$ cat src/rtl/riscv_ifetch_ctrl.sv
// Instruction-fetch controller: one IRAM read at a time, a single registered output
// slot with valid/ready to decode, and flush redirects that abort an in-flight access.
module riscv_ifetch_ctrl #(
  parameter int unsigned            ADDR_W    = 64,
  parameter logic [ADDR_W-1:0]      RESET_PC  = '0,
  parameter int unsigned            ABORT_CYC = 2
) (
  input  logic              clk,
  input  logic              rst_n,
  input  logic              fetch_en,
  input  logic              flush,
  input  logic [ADDR_W-1:0] redirect_pc,
  output logic              iram_rden,
  output logic [ADDR_W-1:0] iram_addr,
  input  logic [31:0]       iram_rdata,
  input  logic              mem_ready,
  output logic [31:0]       instr,
  output logic [ADDR_W-1:0] instr_pc,
  output logic              instr_valid,
  input  logic              id_ready,
  output logic              fetch_busy
);

  localparam int unsigned CNT_W = (ABORT_CYC < 2) ? 1 : $clog2(ABORT_CYC + 1);
  localparam logic [31:0] NOP   = 32'h0000_0013;

  typedef enum logic [1:0] {IDLE, FETCH, WAIT_OUT, ABORT} state_t;

  state_t            state_q, state_d;
  logic [ADDR_W-1:0] pc_q, pc_d;
  logic [31:0]       instr_q, instr_d;
  logic [ADDR_W-1:0] ipc_q, ipc_d;
  logic              valid_q, valid_d;
  logic [CNT_W-1:0]  cnt_q, cnt_d;
  logic              transfer;

  always_ff @(posedge clk or negedge rst_n) begin
    if (!rst_n) begin
      state_q <= IDLE;
      pc_q    <= RESET_PC;
      instr_q <= NOP;
      ipc_q   <= RESET_PC;
      valid_q <= 1'b0;
      cnt_q   <= '0;
    end else begin
      state_q <= state_d;
      pc_q    <= pc_d;
      instr_q <= instr_d;
      ipc_q   <= ipc_d;
      valid_q <= valid_d;
      cnt_q   <= cnt_d;
    end
  end

  assign transfer = valid_q & id_ready;

  always_comb begin
    state_d = state_q;
    pc_d    = pc_q;
    instr_d = instr_q;
    ipc_d   = ipc_q;
    valid_d = valid_q;
    cnt_d   = cnt_q;
    if (flush) begin
      // Flush wins over a same-cycle mem_ready or transfer; the IRAM counter may
      // still pulse after rden drops, so an active access must drain through ABORT.
      pc_d    = {redirect_pc[ADDR_W-1:2], 2'b00};
      valid_d = 1'b0;
      if (state_q == FETCH || state_q == ABORT) begin
        state_d = ABORT;
        cnt_d   = CNT_W'(ABORT_CYC);
      end else begin
        state_d = fetch_en ? FETCH : IDLE;
      end
    end else begin
      unique case (state_q)
        IDLE: if (fetch_en) state_d = FETCH;
        FETCH: if (mem_ready) begin
          instr_d = iram_rdata;
          ipc_d   = pc_q;
          valid_d = 1'b1;
          pc_d    = pc_q + ADDR_W'(4);
          state_d = WAIT_OUT;
        end
        WAIT_OUT: if (transfer) begin
          valid_d = 1'b0;
          state_d = fetch_en ? FETCH : IDLE;
        end
        ABORT: begin
          if (cnt_q <= CNT_W'(1)) begin
            cnt_d   = '0;
            state_d = fetch_en ? FETCH : IDLE;
          end else begin
            cnt_d = cnt_q - CNT_W'(1);
          end
        end
        default: state_d = IDLE;
      endcase
    end
  end

  assign iram_rden   = (state_q == FETCH);
  assign iram_addr   = pc_q;
  assign fetch_busy  = (state_q == FETCH) || (state_q == ABORT);
  assign instr       = instr_q;
  assign instr_pc    = ipc_q;
  assign instr_valid = valid_q;

endmodule

$ cat config.mk
export PLATFORM = sky130hd
export DESIGN_NAME = riscv_ifetch_ctrl
export DESIGN_NICKNAME = d
export VERILOG_FILES = /design/src/rtl/riscv_ifetch_ctrl.sv
export SDC_FILE = /design/constraint.sdc
export NUM_CORES = 1
export LEC_CHECK = 0
export CAP_MARGIN = 20
export CELL_PAD_IN_SITES_DETAIL_PLACEMENT = 0
export CELL_PAD_IN_SITES_GLOBAL_PLACEMENT = 1
export CORE_ASPECT_RATIO = 0.75
export CORE_MARGIN = 2
export CORE_UTILIZATION = 31
export CTS_CLUSTER_SIZE = 8
export DETAILED_ROUTE_END_ITERATION = 6
export GPL_TIMING_DRIVEN = 0
export PLACE_DENSITY_LB_ADDON = 0.12
export REMOVE_ABC_BUFFERS = 1
export SKIP_CTS_REPAIR_TIMING = 1
export SYNTH_ARGS = -nofsm -noshare
export SYNTH_HDL_FRONTEND = slang
export SYNTH_SLANG_ARGS = --single-unit
$ cat constraint.sdc
create_clock -name clk -period 2.3 [get_ports clk]
set_clock_uncertainty 0.2 [all_clocks]
set_input_delay 0.69 -clock clk [delete_from_list [all_inputs] [get_ports clk]]
set_output_delay 0.69 -clock clk [all_outputs]
set_load 0.02 [all_outputs]
; ---- Word level (Yosys, flattened, before mapping)
; Index checks and enable logic that the tools add are counted.
[totals]
output_inout_bits = 163
elab_cells = 49
regBits = 165
input_bits = 102
[classes]
n_mux = 19
eq_ne = 8
n_lt_le_gt_ge = 1
n_reduce_logical = 11
add_sub_neg = 2
n_bitwise = 2
[ops]
columns = operator, n
row1 = $mux W64, 3
row2 = $add A64 B3 Y64 const B, 1
row3 = $mux W2, 10
row4 = $ne A3 B3 Y1 const B, 3
row5 = $pmux W2 S4, 1
row6 = $reduce_and A3 Y1, 2
row7 = $reduce_bool A2 Y1, 3
row8 = $eq A2 B2 Y1 const B, 2
row9 = $mux W1, 4
row10 = $reduce_and A2 Y1, 2
row11 = $reduce_and A4 Y1, 1
row12 = $ne A3 B2 Y1 const B, 1
row13 = $reduce_bool A3 Y1, 1
row14 = $eq A2 B1 Y1 const B, 1
row15 = $le A2 B1 Y1 const B, 1
row16 = $logic_not A2 Y1, 1
row17 = $ne A2 B1 Y1 const B, 1
row18 = $pmux W1 S2, 1
row19 = $sub A2 B1 Y2 const B, 1
row20 = $and A1 B1 Y1, 1
row21 = $logic_or A1 B1 Y1, 1
row22 = $not A1 Y1, 1

; ---- Longest topological paths before layout
; Gate-level depths: netlist (run 1).
[logic_depth]
ltp_word = 4
ltp_mapped = 8
ltp_nobuf = 6

; ---- Worst setup path before layout (run 1)
; No wires, ideal clock.
[synth_path]
path_type = reg2reg
start = register pc_q[18] (netlist: iram_addr[18])
end = register pc_q[61] (netlist: iram_addr[61])
setup_time_ps = 69
required_ps = 2031
arrival_time_ps = 2238
path_buffers = 2
period_less_slack_ps = 2507
setup_slack_ps = -207
stages_incl_launch_ff = 8
cell_sequence = dfrtp_1 nand4_2 or4_1 buf_2 nand4bb_1 buf_2 or4_1 nand3_1
[synth_via]
elab_chain_len = 4
[synth_lines]
columns = element, line
row1 = start: declaration, 30  ; logic [ADDR_W-1:0] pc_q, pc_d;
row2 = start signal: assignment, 47  ; pc_q <= pc_d;
row3 = $add A64 B3 Y64, 82  ; pc_d = pc_q + ADDR_W'(4);
row4 = $mux W64, 78  ; FETCH: if (mem_ready) begin
row5 = $mux W64, 76  ; unique case (state_q)
row6 = $mux W64, 64  ; if (flush) begin
; No other way between the ends. The select of a mux whose other input is x is not followed.
; A chain may end at the register's enable or synchronous reset.

; ---- Worst setup path after layout (run 1)
[layout_path]
start = register pc_q[2] (netlist: iram_addr[2])
end = register pc_q[46] (netlist: iram_addr[46])
; Same word-level chain as after synthesis.

==> results.yml, run 1 <==
status:
  status: "finished, violations left"
  violations: "setup timing"
final_layout:
  fin_area_sq_mm: 0.0126
  post-route-util_pct: 52.6
  drive_above_1_share_pct: 28.2
  final-instance-count-excl-fill: 1337
  antenna_cells: 0
  nets: 1096
  area_growth_pct: 66.9
  fillers: 2175
clocking:
  clk_pin_slew_ns: 0.07
  htreeDepth: 4
  root_buffer: "clkbuf_16"
  clock_path_buffers: 2
  cts_tree: "yes"
  clk-insertion-delay-late_ns: 0.44
  cts_sinks: 161
  cts_buffers: 17
power_and_ir_drop:
  p_seq_share_pct: 35.5
  total_power_mw: 12.5
  cellPowerDensity_mw_per_mm2: 990
  worst_ir_drop_vdd_mv: 0.612
  p_sw_mw: 4.17
  internal-power_mw: 8.32
  pwr-share-clk_pct: 24.5
  swShare_pct: 33.4
  total_leakage_power_nw: 6.57
  pwr-share-comb_pct: 40.0
synthesis:
  syn-mean-instance-area_sq_um: 11.0
  synth_area_leaders: "dfrtp_1 (52%), mux2_2 (14%), nand2_1 (3.8%), o21ai_0 (3.4%), xor2_1 (2.7%)"
  synthDistinctLibCells: 55
  synth.top_cell.area_share_pct: 52.4
  synth-seq-area-share_pct: 53.4
  yosysWarningCount: 0
  synthArstFlopShare_pct: 100
  synth_seq_cells: 161
  synthCells: 685
  synthFlopType: "dfrtp_1"
  yosysTopAreaCell: "dfrtp_1"
  synth_edf_count: 0
  synth_area_sq_mm: 0.00755
timing:
  worst_pin_slew_ns: 0.786
  hold_ws_ns: 0.0841
  max-slew-margin-rel_pct: 47.6
  worst_slack_ns: -0.203
  finalHoldViolCount: 0
  fmax_mhz: 400
  slew_violations: 0
  setup_viol: 15
  period_minus_slack_ns: 2.50
  fin_crit_sh_pct: 109
  rsz0062_at_grt: "true"
global_routing:
  grt_pass1_vias: 6027
  grt_pass1_wl_mm: 35.9
  grt_util_all_layers_pct: 18.3
  grt_max_degree: 97
  antenna_found_initial: 0
  grt.overflow.total: 0
detailed_routing:
  first_pass_iters: 6
  via_count: 6463
  vias_per_cell: 4.83
  initialDrtViolationCount: 337
  drc: 0
  wl_mm: 24.5
  wl_per_cell_um: 18.3
  ant_nets: 0
die:
  initial_core_util_pct: 31.5
  ios: 265
  die_area_sq_mm: 0.0256
  die_y_um: 139
  coreArea_sq_mm: 0.0240
  row_count: 49
  die_w_um: 184
place:
  io_buffers: 258
  hpwl_mm: 16.0
  routabilityCongestion: 0.746
  dpl_cell_area_sq_mm: 0.0105
  dpl.cell_count: 1240
setup_path:
  cp_slowest_cell: "or4_1"
  path_buf_inv: 2
  cp_cell_sequence: "ha_4 > nand4b_1 > nor4_4 > buf_4 > buf_12 > nand4_1 > or4_1 > a31oi_1"
  endpoint_kind: "flip-flop"
  arrival_ns: 2.65
  worst-setup-path-type: "flip-flop to flip-flop"
  cp_max_fo: 5
  cp-start-kind: "flip-flop"
  crit_family: "simple AND/OR/NAND/NOR gates"
  cp.required_ns: 2.45
  max_stage_delay_ns: 0.54
min_path:
  worstHoldPathType: "input port to asynchronous set/reset pin"
flow_run:
  drv_cap: 0
cell usage after synthesis (2+ instances only):
library cell and n:
mux2_2 94, o21ai_0 52, nand4bb_1 2, a221o_1 2, mux2i_1 3, nand2_1 77, xor2_1 23, clkbuf_1 34
nor3b_1 2, o31a_1 3, nor2b_1 2, and3_1 2, inv_1 11, nor4_2 4, buf_2 4, nand4_2 3
nor3_1 7, buf_4 4, dfrtp_1 158, xnor2_1 17, nand4_1 30, a21oi_1 6, o211ai_1 3, or3_1 10
o31ai_1 2, o21ai_1 2, or2_2 2, and2_1 6, buf_1 2, or4_1 10, a31oi_1 12, and4_1 5
dfstp_2 3, nor4_1 14, nand3_1 24, nand2b_1 3, nor2_1 29
registers in the layout, summed over array words and instances (netlist names):
signal       flops
instr_valid      1
instr_pc        62
iram_addr       62
instr           32
cnt_q            2
state_q          2
path summary, 6_finish.rpt:
| kind | start | end | slack [ns] | depth (start not counted) |
|---|---|---|---|---|
| min in group clk | instr_pc[14]$_DFFE_PN0P_ | instr_pc[14]$_DFFE_PN0P_ | 0.30 | 1 |
| max in group asynchronous | rst_n | instr[0]$_DFFE_PN1P_ | 0.93 | 2 |
| max | iram_addr[2]$_DFFE_PN0N_ | iram_addr[46]$_DFFE_PN0N_ | -0.20 | 8 |
| min | rst_n | instr_pc[2]$_DFFE_PN0P_ | 0.08 | 1 |
| max reg2reg | iram_addr[2]$_DFFE_PN0N_ | iram_addr[46]$_DFFE_PN0N_ | -0.20 | 8 |
| min reg2reg | instr_pc[14]$_DFFE_PN0P_ | instr_pc[14]$_DFFE_PN0P_ | 0.30 | 1 |
cells in the final DEF (no fill, tap or decap), drive strengths merged, types with 24 or more instances in the layout:
cell type and n:
buf 72, clkbuf 26, clkdlybuf4s50 96, dfrtp 158, dlymetal6s2s 159, mux2 94
nand2 77, nand3 24, nand4 33, nor2 29, o21ai 54
worst register-to-register path: cells and delay by family, from the launching register on:
family                   cells  cell delay, ns
flip-flops                   1            0.43
AND/OR/NAND/NOR              4            1.16
AO/OA/AOI/OAI                1            0.15
adder cells (fa/ha/maj)      1            0.17
buffers and inverters        2            0.31
logic make-up (layout without fill, tap and decap cells):
group,Yosys count,in the layout,synth area share (%)
AO/OA/AOI/OAI,90,90,6.93
flip-flops,161,161,53.4
other,1,4,0.0497
multiplexers,97,97,14.4
AND/OR/NAND/NOR,240,242,17.4
XOR/XNOR,40,40,4.64
adder cells (fa/ha/maj),1,1,0.166
buffers and inverters,55,371,3.00
power by group through the flow:
stage	combinational [mW]	clock (mW)	sequential [mW]
floorplan	1.30	0	5.61
global placement	5.01	0	4.52
detailed placement	4.90	0	4.53
CTS	4.92	3.16	4.49
global route	5.30	3.29	4.59
finish	5.00	3.05	4.43
layer usage:
layer	vias up	GRT usage, %	routed length [um]
met5	-	0	0
met4	0	4.63	241
met3	17	5.25	1360
met2	172	26.0	10900
met1	3184	27.0	12000
li1	3090	-	-
metrics by stage:
stage / setup TNS, ns / setup slack (ns)
CTS: -46.64 / -1.26
floorplan: -326.26 / -3.36
global placement: -2191.08 / -9.41
finish: -1.28 / -0.203
detailed placement: -97.31 / -1.65
global route: -3.56 / -0.292
layout make-up:
class	count	area [sq um]	share of cell area, %
sequential	161	4080	32.3
tap	331	414	3.29
timing repair buffer	328	3740	29.7
inverter	11	45.0	0.357
clock inverter	7	120	0.953
multi-input combinational	474	3700	29.4
clock buffer	25	505	4.01
Power figures use the tool's default switching activity.
==> inputs of run 2 (changes only) <==
Settings changed: SLEW_MARGIN set to 20.
==> results.yml, run 2 (synthesis gave the netlist of run 1 again) <==
min_path:
  holdPathStages: 1
  worstHoldPathType: "flip-flop to flip-flop"
timing:
  setup_viol: 19
  setup-tns-final_ns: -1.37
  worst_pin_slew_ns: 0.587
  slew_violations: 0
  fmax_mhz: 394
  rsz0062_at_grt: "true"
  worst_slack_ns: -0.239
  finalHoldViolCount: 0
  hold_ws_ns: 0.298
  fin_crit_sh_pct: 110
  period_minus_slack_ns: 2.54
  max-slew-margin-rel_pct: 60.5
setup_path:
  cp_max_fo: 6
  cp_cell_sequence: "ha_4 > nand4b_1 > nor4_4 > buf_4 > buf_12 > nand4_1 > or4_1 > a31oi_1"
  critical_path_cell_count: 8
  worst-setup-path-type: "flip-flop to flip-flop"
  path_buf_inv: 2
  cp_slowest_cell: "or4_1"
  arrival_ns: 2.68
  max_stage_delay_ns: 0.54
  cp-start-kind: "flip-flop"
  endpoint_kind: "flip-flop"
  crit_family: "simple AND/OR/NAND/NOR gates"
  cp.required_ns: 2.44
  reg2regPathDepth: 8
power_and_ir_drop:
  worst_ir_drop_vdd_mv: 0.665
  total_power_mw: 12.4
  total_leakage_power_nw: 6.49
  cellPowerDensity_mw_per_mm2: 992
die:
  coreArea_sq_mm: 0.0240
  initial_core_util_pct: 31.5
  die_w_um: 184
  ios: 265
  row_count: 49
  die_area_sq_mm: 0.0256
  die_y_um: 139
final_layout:
  post-route-util_pct: 52.1
  drive_above_1_share_pct: 27.2
  area_growth_pct: 65.3
  mostFrequentLayoutCells: "dlymetal6s2s_1 (158), dfrtp_1 (122), clkdlybuf4s50_1 (98)"
  final_common_cell: "dlymetal6s2s_1"
  fin_area_sq_mm: 0.0125
  antenna_cells: 0
  fillers: 2179
  nets: 1089
status:
  status: "finished, violations left"
  violations: "setup timing"
detailed_routing:
  vias_per_cell: 4.84
  via_count: 6433
  ant_nets: 0
  initialDrtViolationCount: 375
  first_pass_iters: 4
  wl_per_cell_um: 18.1
  wl_mm: 24.1
  drc: 0
global_routing:
  grt_pass1_vias: 6090
  antenna_found_initial: 0
  grt_util_all_layers_pct: 18.0
  grt_max_degree: 69
  grt.overflow.total: 0
  grt_pass1_wl_mm: 35.8
place:
  hpwl_mm: 16.1
  dpl_cell_area_sq_mm: 0.0106
  routabilityCongestion: 0.746
  io_buffers: 258
clocking:
  cts_sinks: 161
  clk-insertion-delay-late_ns: 0.43
  cts_tree: "yes"
  cts_buffers: 17
  htreeDepth: 4
  clk_pin_slew_ns: 0.06
  clock_path_buffers: 2
  root_buffer: "clkbuf_16"
flow_run:
  drv_cap: 0
==> run 2: changes by cell type in the layout (fill, tap and decap cells not counted), moves of 3 or more <==
cell / before / now
buf_6: 15 / 6
buf_12: 9 / 5
clkbuf_8: 5 / 2
o21ai_0: 41 / 44
o21ai_1: 12 / 9
==> run 2: worst paths after layout <==
| path | endpoint | start | slack (ns) |
|---|---|---|---|
| worst max register to register | iram_addr[46]$_DFFE_PN0N_ | iram_addr[2]$_DFFE_PN0N_ | -0.24 |
| worst max-delay path | iram_addr[46]$_DFFE_PN0N_ | iram_addr[2]$_DFFE_PN0N_ | -0.24 |
| worst min register to register | instr[2]$_DFFE_PN0P_ | instr[2]$_DFFE_PN0P_ | 0.30 |
| min in group asynchronous | instr_pc[3]$_DFFE_PN0P_ | rst_n | 0.50 |
| max in group asynchronous | instr[0]$_DFFE_PN1P_ | rst_n | 0.38 |
| worst min-delay path | instr[2]$_DFFE_PN0P_ | instr[2]$_DFFE_PN0P_ | 0.30 |
==> run 2: final cells by class <==
class / count / area (sq um) / share of cell area (%)
sequential: 161 / 4080 / 32.7
clock inverter: 9 / 155 / 1.24
timing repair buffer: 321 / 3650 / 29.3
inverter: 11 / 43.8 / 0.351
multi-input combinational: 474 / 3670 / 29.4
clock buffer: 23 / 468 / 3.75
tap: 331 / 414 / 3.32
==> run 2: per-stage QoR <==
step / instances / setup WS (ns)
3_3_place_gp: 1233 / -9.41
2_1_floorplan: 644 / -3.36
5_1_grt: 1330 / -0.307
4_1_cts: 1273 / -1.27
3_5_place_dp: 1241 / -1.68
6_report: 1330 / -0.239
==> run 2: layer usage <==
metal	track usage, %	part of all wire [%]
met4	4.55	0.89
met3	5.04	5.9
met2	26.2	46
met5	0	0
met1	26.2	48
==> run 2: report_power, final <==
| part | switching [mW] | internal [mW] |
|---|---|---|
| Sequential | 0.619 | 3.83 |
| Clock | 1.17 | 1.88 |
| Combinational | 2.33 | 2.56 |
| Total | 4.12 | 8.26 |
==> patch 1, RTL diff (settings of run 2) <==
The parameter `ABORT_CYC` goes from 2 to 1.
--- a/src/rtl/riscv_ifetch_ctrl.sv
+++ b/src/rtl/riscv_ifetch_ctrl.sv
@@ -3,7 +3,7 @@
 module riscv_ifetch_ctrl #(
   parameter int unsigned            ADDR_W    = 64,
   parameter logic [ADDR_W-1:0]      RESET_PC  = '0,
-  parameter int unsigned            ABORT_CYC = 2
+  parameter int unsigned            ABORT_CYC = 1
 ) (
   input  logic              clk,
   input  logic              rst_n,
Function: changed (Yosys sat finds a counterexample within 4 cycles, from zero or initial values and one cycle with rst_n low).
==> patch 1 against run 2 <==
The run still ends with setup timing left. Global-route usage barely moved. Area after synthesis rose by 2.1%. Cell count fell by 1.1%. Power fell by 0.60%. Core utilization fell by 1.2 points. Combinational power rose by 2%. Die area rose by 2.0%. Worst setup slack improved by 0.12 ns. Final area fell by 1.3%. Sequential cell count fell by 2. Sequential share of layout area fell by 0.080 points. Routed wire length rose by 0.97%.
==> patch 1: results (changes against run 2) <==
Post-synthesis mux area share: 0.156 (was 0.144)
Post-synth top cells: 156 x dfrtp_1, 97 x mux2_2, 74 x nand2_1 (was 158 x dfrtp_1, 94 x mux2_2, 77 x nand2_1)
Synthesized area: 7710 um2 (was 7550 um2)
HP Class: input pin to asynchronous set/reset pin (was register to register)
Sequential area share after synthesis: 0.517 (was 0.534)
Worst reg-to-reg path cell count: 6 (was 8)
Peak VDD IR: 0.547 mV (was 0.665 mV)
Initial antenna violation count: 1 (was 0)
Largest net degree at the start of global routing: 84 (was 69)
Setup TNS Final: -0.237 ns (was -1.37 ns)
Lkg Pwr: 6.30 nW (was 6.49 nW)
Final setup viols: 5 (was 19)
Final worst slack: -0.117 ns (was -0.239 ns)
Wire length on met3: 1.73 mm (was 1.41 mm)
Met1 WL: 11.8 mm (was 11.4 mm)
DR iter-0 viols: 284 (was 375)
Storage element area: 4020 um2 (was 4080 um2)
Cells after Synth: 688 (was 685)
Failing checks: setup timing (unchanged)
Final core occ: 0.509 (was 0.521)
Drt wl/cell: 18.5 um (was 18.1 um)
Hold_ws: 0.0174 ns (was 0.298 ns)
Tightest Pin Transition: 0.695 ns (was 0.587 ns)
Distinct cells, synth: 50 (was 55)
Reg2Reg Launch Point: state_q[1] (was iram_addr[2])
#MultiIn Comb: 490 (was 474)
ClkCell Share: 0.0480 (was 0.0499)
Status: finished, violations left (unchanged)
Flops & latches, synth: 159 (was 161)
Data buffer area share: 0.280 (was 0.293)
## patch 1: cell count changes after synthesis, sizes merged, moves of 6 or more
| cell | delta |
|---|---|
| nor2b | +15 |
| nor3 | +15 |
| nor2 | -11 |
| o21ai | -11 |
| a22oi | +10 |
| clkbuf | -10 |
| a31oi | -9 |
| and3 | +8 |
| mux2i | +8 |
| or3 | -7 |
| nor4 | +6 |
| xor2 | -6 |
## patch 1: power groups by stage
stage	logic [mW]	clock network (mW)	registers (mW)
2_1_floorplan	1.33	0	5.57
3_3_place_gp	5.12	0	4.46
3_5_place_dp	5.01	0	4.48
4_1_cts	5.02	3.02	4.44
5_1_grt	5.29	3.13	4.56
6_report	4.98	2.93	4.40
## patch 1: critical path, cell delays in order (launching register included)
cell,delay (ns)
dfrtp_2,0.43
nand4b_1,0.29
or4_4,0.72
buf_4,0.19
nor4_4,0.22
xnor2_1,0.16
o21ai_1,0.07
==> patch 2, RTL diff (config.mk and constraints of run 2) <==
Made on the original files. Encoding of `state_t`: now one-hot (4 bits for 4 states).
--- a/src/rtl/riscv_ifetch_ctrl.sv
+++ b/src/rtl/riscv_ifetch_ctrl.sv
@@ -24,7 +24,7 @@
   localparam int unsigned CNT_W = (ABORT_CYC < 2) ? 1 : $clog2(ABORT_CYC + 1);
   localparam logic [31:0] NOP   = 32'h0000_0013;
 
-  typedef enum logic [1:0] {IDLE, FETCH, WAIT_OUT, ABORT} state_t;
+  typedef enum logic [3:0] {IDLE = 4'b0001, FETCH = 4'b0010, WAIT_OUT = 4'b0100, ABORT = 4'b1000} state_t;
 
   state_t            state_q, state_d;
   logic [ADDR_W-1:0] pc_q, pc_d;
Function: no difference found for any inputs over 4 cycles, from zero or initial values and one cycle with rst_n low; so few cycles prove little.
==> patch 2 against run 2 <==
The flow still finishes with violations (setup timing). Worst setup slack got worse by 0.16 ns. Routed wire length increased by 22%. Largest cell class unchanged. Final area increased by 2.0%. Sequential share of layout area decreased by 0.43 points. Power increased by 2.2%. Cell count increased by 19%. Area after synthesis increased by 4.0%. Sequential cell count increased by 2. Count of clock-buffer cells in the layout decreased by 5.
==> patch 2: results (changes against run 2) <==
Final worst slack: -0.395 ns (was -0.239 ns)
Internal Power: 7.98 mW (was 8.26 mW)
Pre-CTS WS: -1.63 ns (was -1.68 ns)
Root Buffer: clkbuf_16 (unchanged)
Drt wl/cell: 18.7 um (was 18.1 um)
DR iter-0 viols: 442 (was 375)
Layout cells sized above 1: 0.156 (was 0.272)
Worst Path Max Fanout: 7 (was 6)
Lkg Pwr: 6.04 nW (was 6.49 nW)
Distinct cells, synth: 55 (unchanged)
Fill cells: 2390 (was 2179)
Total track usage: 0.207 (was 0.180)
Number of CTS-inserted buffers: 17 (unchanged)
HPWL after DPL: 19.1 mm (was 16.1 mm)
NumNets Final: 1329 (was 1089)
Post-synth top cells: 339 x nand2_1, 159 x dfrtp_1, 55 x o21ai_0 (was 158 x dfrtp_1, 94 x mux2_2, 77 x nand2_1)
Initial DRT Pass Iterations: 5 (was 4)
First-pass GRT wire length: 42.6 mm (was 35.8 mm)
Initial antenna violation count: 1 (was 0)
# placed instances: 1472 (was 1241)
H-tree depth: 4 (unchanged)
Slew HR: 0.635 (was 0.605)
Synth Area per Inst: 8.58 um2 (was 11.0 um2)
Vias in the first global route: 7139 (was 6090)
Vias per cell: 4.89 (was 4.84)
Largest net degree at the start of global routing: 76 (was 69)
Failing checks: setup timing (unchanged)
Area contributors post-synth: dfrtp_1 51%, nand2_1 16%, o21ai_0 3.5% (was dfrtp_1 52%, mux2_2 14%, nand2_1 3.8%)
Status: finished, violations left (unchanged)
Final setup viols: 147 (was 19)
Via Count: 7716 (was 6433)
Sequential area share after synthesis: 0.520 (was 0.534)
RD Place Congestion: 0.769 (was 0.746)
WP data arrival: 1.81 ns (was 2.68 ns)
Peak VDD IR: 0.514 mV (was 0.665 mV)
-- patch 2: cell count changes after synthesis, sizes merged, moves of 5 or more --
| cell | delta |
|---|---|
| nand2 | +262 |
| mux2 | -94 |
| nor2 | +12 |
| or3 | +12 |
| a31oi | +11 |
| and3 | +11 |
| nand3 | +9 |
| clkbuf | +8 |
| xnor2 | -6 |
| nand4 | -5 |
| o211ai | +5 |
| o31ai | +5 |
-- patch 2: final timing paths --
path | from | slack, ns | cells after the start | end
max | state_q[2] | -0.40 | 3 | iram_rden
max reg2reg | state_q[2] | -0.30 | 8 | iram_addr[54]
min | instr[1] | 0.26 | 2 | instr[1]
min reg2reg | instr[1] | 0.26 | 2 | instr[1]
min in group asynchronous | rst_n | 0.47 | 2 | instr[14]
max in group asynchronous | rst_n | 0.73 | 3 | state_q[1]
-- patch 2: routing by layer --
layer / part of all wire / vias up / global-route usage
li1: - / 3756 / -
met1: 0.51 / 3729 / 0.316
met2: 0.42 / 210 / 0.286
met3: 0.057 / 21 / 0.0544
met4: 0.0092 / 0 / 0.0497
met5: 0 / - / 0
-- patch 2: cells by family (layout without fill, tap and decap cells) --
logic type	count (synthesis)	in the layout	synth area share
AOI/OAI and AO/OA	117	117	0.0910
xor gates and xnor gates	31	31	0.0346
adders and majority gates	1	1	0.00159
buffers and inverters	60	379	0.0312
DFF	163	163	0.520
muxes	2	2	0.00255
other	1	5	0.000478
and+or+nand+nor	540	542	0.319
-- patch 2: cell type report --
cell class	instances	share of cell area
inverter	10	0.00324
antenna	1	0.000197
timing repair buffer	337	0.288
clock buffer	18	0.0337
clock inverter	14	0.0141
sequential	163	0.322
tap	338	0.0332
multi-input combinational	697	0.306
-- patch 2: power groups by stage --
stage | combinational (mW) | clock, mW | sequential [mW]
after floorplan | 1.19 | 0 | 5.54
after global placement | 4.72 | 0 | 4.55
after CTS | 4.78 | 3.10 | 4.52
final | 5.14 | 3.03 | 4.49
after global routing | 5.57 | 3.23 | 4.64
after detailed placement | 4.76 | 0 | 4.56
-- patch 2: critical path, stage by stage (launching register included) --
cell and delay, ns:
dfrtp_2 0.46, or4b_4 0.61, clkinvlp_4 0.16, buf_6 0.14
-- patch 2: metrics by stage --
step	TNS (ns)	cell area, um2	util
2_1_floorplan	-184.29	7660	-
3_3_place_gp	-2082.81	10700	0.428
3_5_place_dp	-110.57	10900	0.437
4_1_cts	-97.12	11500	0.461
5_1_grt	-31.54	12700	0.511
6_report	-17.41	12700	0.511
